--- src/rtl/ppu_frame_timer.sv ---
// PPU raster timing: dot/line counters, fetch/scroll strobes, VBlank/NMI.
// Optional PPU_TIMING_LINE_IRQ_EN adds irqLine/irqAck/lineIrq scanline IRQ.
// Ports: clock, reset_n, clock_EN, render_EN, nmi_EN, statusRead in;
//   dot, line, vblank, nmi, oddFrame, frameCount, fetch/scroll strobes out.
module ppu_frame_timer #(
  parameter int DOTS_PER_LINE   = 341,
  parameter int LINES_PER_FRAME = 262,
  parameter int VISIBLE_LINES   = 240,
  parameter int VBLANK_LINE     = 241,
  parameter int ODD_SKIP        = 1,
  parameter int FRAME_W         = 8,
  localparam int XW = $clog2(DOTS_PER_LINE),
  localparam int YW = $clog2(LINES_PER_FRAME)
) (
  input  logic               clock,
  input  logic               reset_n,
  input  logic               clock_EN,
  input  logic               render_EN,
  input  logic               nmi_EN,
  input  logic               statusRead,
  output logic [XW-1:0]      dot,
  output logic [YW-1:0]      line,
  output logic               vblank,
  output logic               nmi,
  output logic               oddFrame,
  output logic [FRAME_W-1:0] frameCount,
`ifdef PPU_TIMING_LINE_IRQ_EN
  input  logic [YW-1:0]      irqLine,
  input  logic               irqAck,
  output logic               lineIrq,
`endif
  output logic               bgFetch_EN,
  output logic               spriteFetch_EN,
  output logic               spriteEval_EN,
  output logic               incrementX,
  output logic               incrementY,
  output logic               resetX,
  output logic               resetY
);

  localparam logic [XW-1:0] DLAST = XW'(DOTS_PER_LINE - 1);
  localparam logic [YW-1:0] LLAST = YW'(LINES_PER_FRAME - 1);
  localparam logic [YW-1:0] LVIS  = YW'(VISIBLE_LINES);
  localparam logic [YW-1:0] LVBL  = YW'(VBLANK_LINE);

  logic [XW-1:0]      dot_q, dot_d;
  logic [YW-1:0]      line_q, line_d;
  logic               odd_q, odd_d;
  logic [FRAME_W-1:0] frame_q, frame_d;
  logic               vbl_q, vbl_d;
  logic               nmi_q, nmi_d;
  logic [6:0]         stb_q, stb_d;

  logic vis, pre, act, in256, inspr, inbg, inry;

  always_comb begin
    dot_d   = dot_q;
    line_d  = line_q;
    odd_d   = odd_q;
    frame_d = frame_q;
    if (clock_EN) begin
      if (dot_q == DLAST) begin
        dot_d = '0;
        if (line_q == LLAST) begin
          line_d  = '0;
          odd_d   = ~odd_q;
          frame_d = frame_q + FRAME_W'(1);
          // odd frame ends one dot short while rendering
          if (ODD_SKIP != 0 && odd_q && render_EN)
            dot_d = XW'(1);
        end else begin
          line_d = line_q + YW'(1);
        end
      end else begin
        dot_d = dot_q + XW'(1);
      end
    end
  end

  assign vis   = line_q < LVIS;
  assign pre   = line_q == LLAST;
  assign act   = vis | pre;
  assign in256 = dot_q >= XW'(1) && dot_q <= XW'(256);
  assign inspr = dot_q >= XW'(257) && dot_q <= XW'(320);
  assign inbg  = in256 || dot_q >= XW'(321);
  assign inry  = dot_q >= XW'(280) && dot_q <= XW'(304);

  // bit order: bg, sprFetch, eval, incX, incY, resX, resY
  always_comb begin
    stb_d = stb_q;
    if (clock_EN) begin
      stb_d[6] = render_EN && act && inbg;
      stb_d[5] = render_EN && act && inspr;
      stb_d[4] = render_EN && vis && in256;
      stb_d[3] = render_EN && act &&
                 ((dot_q[2:0] == 3'd0 && in256) ||
                  dot_q == XW'(328) || dot_q == XW'(336));
      stb_d[2] = render_EN && act && dot_q == XW'(256);
      stb_d[1] = render_EN && act && dot_q == XW'(257);
      stb_d[0] = render_EN && pre && inry;
    end
  end

  // a status read on the set clock wins, suppressing this frame's flag
  always_comb begin
    vbl_d = vbl_q;
    if (clock_EN && dot_q == XW'(1) && line_q == LVBL)
      vbl_d = 1'b1;
    if ((clock_EN && dot_q == XW'(1) && pre) || statusRead)
      vbl_d = 1'b0;
    nmi_d = vbl_q & nmi_EN;
  end

  always_ff @(posedge clock or negedge reset_n) begin
    if (!reset_n) begin
      dot_q   <= '0;
      line_q  <= '0;
      odd_q   <= 1'b0;
      frame_q <= '0;
      vbl_q   <= 1'b0;
      nmi_q   <= 1'b0;
      stb_q   <= '0;
    end else begin
      dot_q   <= dot_d;
      line_q  <= line_d;
      odd_q   <= odd_d;
      frame_q <= frame_d;
      vbl_q   <= vbl_d;
      nmi_q   <= nmi_d;
      stb_q   <= stb_d;
    end
  end

`ifdef PPU_TIMING_LINE_IRQ_EN
  logic irq_q, irq_d;

  always_comb begin
    irq_d = irq_q;
    if (clock_EN && render_EN && dot_q == XW'(260) && line_q == irqLine)
      irq_d = 1'b1;
    if (irqAck)
      irq_d = 1'b0;
  end

  always_ff @(posedge clock or negedge reset_n) begin
    if (!reset_n) irq_q <= 1'b0;
    else          irq_q <= irq_d;
  end

  assign lineIrq = irq_q;
`endif

  assign dot            = dot_q;
  assign line           = line_q;
  assign vblank         = vbl_q;
  assign nmi            = nmi_q;
  assign oddFrame       = odd_q;
  assign frameCount     = frame_q;
  assign bgFetch_EN     = stb_q[6];
  assign spriteFetch_EN = stb_q[5];
  assign spriteEval_EN  = stb_q[4];
  assign incrementX     = stb_q[3];
  assign incrementY     = stb_q[2];
  assign resetX         = stb_q[1];
  assign resetY         = stb_q[0];

endmodule

--- config.mk ---
export PLATFORM = sky130hd
export DESIGN_NAME = ppu_frame_timer
export DESIGN_NICKNAME = d
export VERILOG_FILES = /design/src/rtl/ppu_frame_timer.sv
export SDC_FILE = /design/constraint.sdc
export NUM_CORES = 1
export LEC_CHECK = 0
export ABC_AREA = 0
export CORE_ASPECT_RATIO = 0.9
export CORE_MARGIN = 3
export CORE_UTILIZATION = 54
export DETAILED_ROUTE_END_ITERATION = 12
export PLACE_DENSITY_LB_ADDON = 0.15
export SYNTH_ARGS = -nofsm -noshare
export SYNTH_HDL_FRONTEND = slang
export SYNTH_SLANG_ARGS = --single-unit
--- constraint.sdc ---
create_clock -name clock -period 2.8 [get_ports clock]
set_input_delay 0.84 -clock clock [delete_from_list [all_inputs] [get_ports clock]]
set_output_delay 0.84 -clock clock [all_outputs]
set_load 0.1 [all_outputs]
==> results.toml <==
[power_and_ir_drop]
powerDensity_mw_per_mm2 = 691
peakVddDrop_mv = 0.487
power_leakage_nw = 1.15
power_mw = 1.67

[hold_path]
hold_class = "flip-flop to flip-flop"
hold_start = "frameCount[7]"

[synthesis]
ys.flop_type = "dfrtp_1"
synthesis.nets = 211
ys_seq_area_share_pct = 45.4
synth_cell_types = 46
syn_area_per_cell_sq_um = 9.98
syn_inst = 199
async_flop_share_pct = 100
synth-seq-cells = 36
yosysWarnings = 0
synth.most_common_cell = "dfrtp_1"
synth_edf_count = 0
ys_top_cells_by_count = "36 x dfrtp_1, 12 x xor2_1, 11 x nand2_1, 11 x nand3_1, 11 x o21ai_0"
syn-cell-area_sq_mm = 0.00199
yosys.area.top_type = "dfrtp_1"
yosys-top-cells-area = "dfrtp_1 45%, xor2_1 5.3%, ha_1 3.8%"
yosysTopAreaCellShare_pct = 45.4

[grt]
grt_usage_pct = 22.1
grt.busiest_layer = "met2"
antenna_found_initial = 0
use_met3_pct = 6.38
gr-usage-met1_pct = 30.3
grt_pass1_vias = 1631
gr-usage-met2_pct = 32.4
grt_pass1_wl_microns = 7780
grt_max_degree = 37
overflow = 0

[worst_setup_path]
r2r_start = "dot[0]"
critPathCaptureType = "flip-flop"
worst-path-stages = 5
crit_buf_inv = 1
reg2reg_to = "line[3]"
cp.required_ps = 2980
cp.arrival_ps = 2390
crit_chain = "clkdlybuf4s50_1, and2_1, and4_1, o21ai_0, a21o_1"
startpoint_type = "input port"
path_class = "input port to flip-flop"
setup.worst_path.start = "clock_EN"
crit_end = "line[3]"
cp_slowest_stage_delay_ps = 490
crit_slowest_cell = "clkdlybuf4s50_1"
reg2reg_slack_ps = 870
worstPathMaxFanout = 10
critical_path.top_delay_family = "simple AND/OR/NAND/NOR gates"
worstRegToRegCells = 5

[clock_network]
insertion_delay_ps = 290
clockBufferDepth = 2
cts_resized = 0
clock-sinks = 36
cts_hold_buf = 0
h-tree-depth = 2
clkSlewWorstSetupHoldPaths_ps = 70
cts_tree = "yes"
cts-root-buf = "clkbuf_8"
postCtsSetupBuffers = 0
numCtsBuffers = 5

[final_layout]
syn_to_final_growth_pct = 21.5
final_cell_count_no_fill = 285
nFillCells = 276
nets = 252
multi_input_area_sq_um = 986
drive_gt1_share_pct = 22.4
diodes = 0
ff_latch_area_sq_um = 901

[flow_run]
max-cap-violations = 0

[route]
routed_wl_microns = 4650
dr.first_iter.drc_count = 150
drtAntennaViolNets = 0
drc_errors = 0
wl_per_cell_microns = 16.3
vias = 1732
first_pass_iters = 4
vias_per_cell = 6.08

[floorplan]
core_sq_mm = 0.00345
rows = 20
dieWidth_microns = 69.9
initial_core_util_pct = 57.5
io_pins = 42
die_area_sq_mm = 0.00444
die_y_microns = 63.5

[sta]
fin_crit_ps = 2200
fin_ws_ps = 597
period_share_pct = 78.7
setup_violations = 0
rsz0062_at_grt = "false"
max_freq_mhz = 454
tightest_slew_ps = 506
relSlewSlack_pct = 66.0
finalClockSkew_ps = 11.7
setup_tns_ps = 0
hold_viol = 0
maxSlewViolCount = 0

[status]
status = "completed"

[place]
hpwl_microns = 3320
pre_cts_ws_ps = 308
globalplace.congestion = 0.825
io_buffers = 41
dp_cells = 277
## state kept, by name, indices dropped and copies added, names as in the netlist
name / count
stb_q: 7
nmi: 1
dot: 9
vblank: 1
oddFrame: 1
line: 9
frameCount: 8
## logic make-up after synthesis
logic type	synth area share (%)
compound gates	13.5
buf+inv	4.98
xor+xnor	7.06
simple gates	24.8
flops	45.4
mux	0.567
fa+ha+maj	3.78
## power by group
| group | switching (mW) | total (mW) | internal, mW | leakage, nW |
|---|---|---|---|---|
| clock | 0.183 | 0.384 | 0.201 | 0.0455 |
| combinational | 0.456 | 0.611 | 0.156 | 0.616 |
| sequential | 0.112 | 0.673 | 0.561 | 0.484 |
## routing by layer
| layer | vias up | share of wire (%) |
|---|---|---|
| li1 | 818 | - |
| met1 | 836 | 46 |
| met2 | 69 | 45 |
| met3 | 9 | 6.9 |
| met4 | 0 | 1.8 |
| met5 | - | 0 |
## metrics by stage
step	hold WS (ps)	util [%]	area, sq um
global route	509	69.9	2410
global placement	461	67.2	2320
detailed placement	485	67.2	2320
floorplan	544	-	1990
finish	491	69.9	2410
CTS	497	69.9	2410
## placed cells by master, fill, tap and decap left out, types with 5 or more instances in the layout
master and instances:
a21oi_1 9, buf_4 39, clkbuf_8 6, clkdlybuf4s50_1 5, dfrtp_1 36, ha_1 6
inv_1 10, nand2_1 11, nand2b_1 5, nand3_1 11, nand4_1 7, nor2_1 10
nor3_1 8, o21ai_0 11, xor2_1 12
## worst min-delay path by stage
stage                    endpoint  slack [ps]  cells past startpoint
floorplan                  dot[0]         540                      0
global placement    frameCount[7]         460                      1
detailed placement  frameCount[5]         480                      1
CTS                 frameCount[7]         500                      1
global route        frameCount[5]         510                      1
finish              frameCount[7]         490                      1
## cell type report
class                      count  share of cell area, %
multi-input combinational    143                   40.9
sequential                    36                   37.3
timing repair buffer          44                   14.2
clock buffer                   8                   3.73
tap                           44                   2.28
inverter                      10                   1.56
Power figures use the tool's default switching activity.
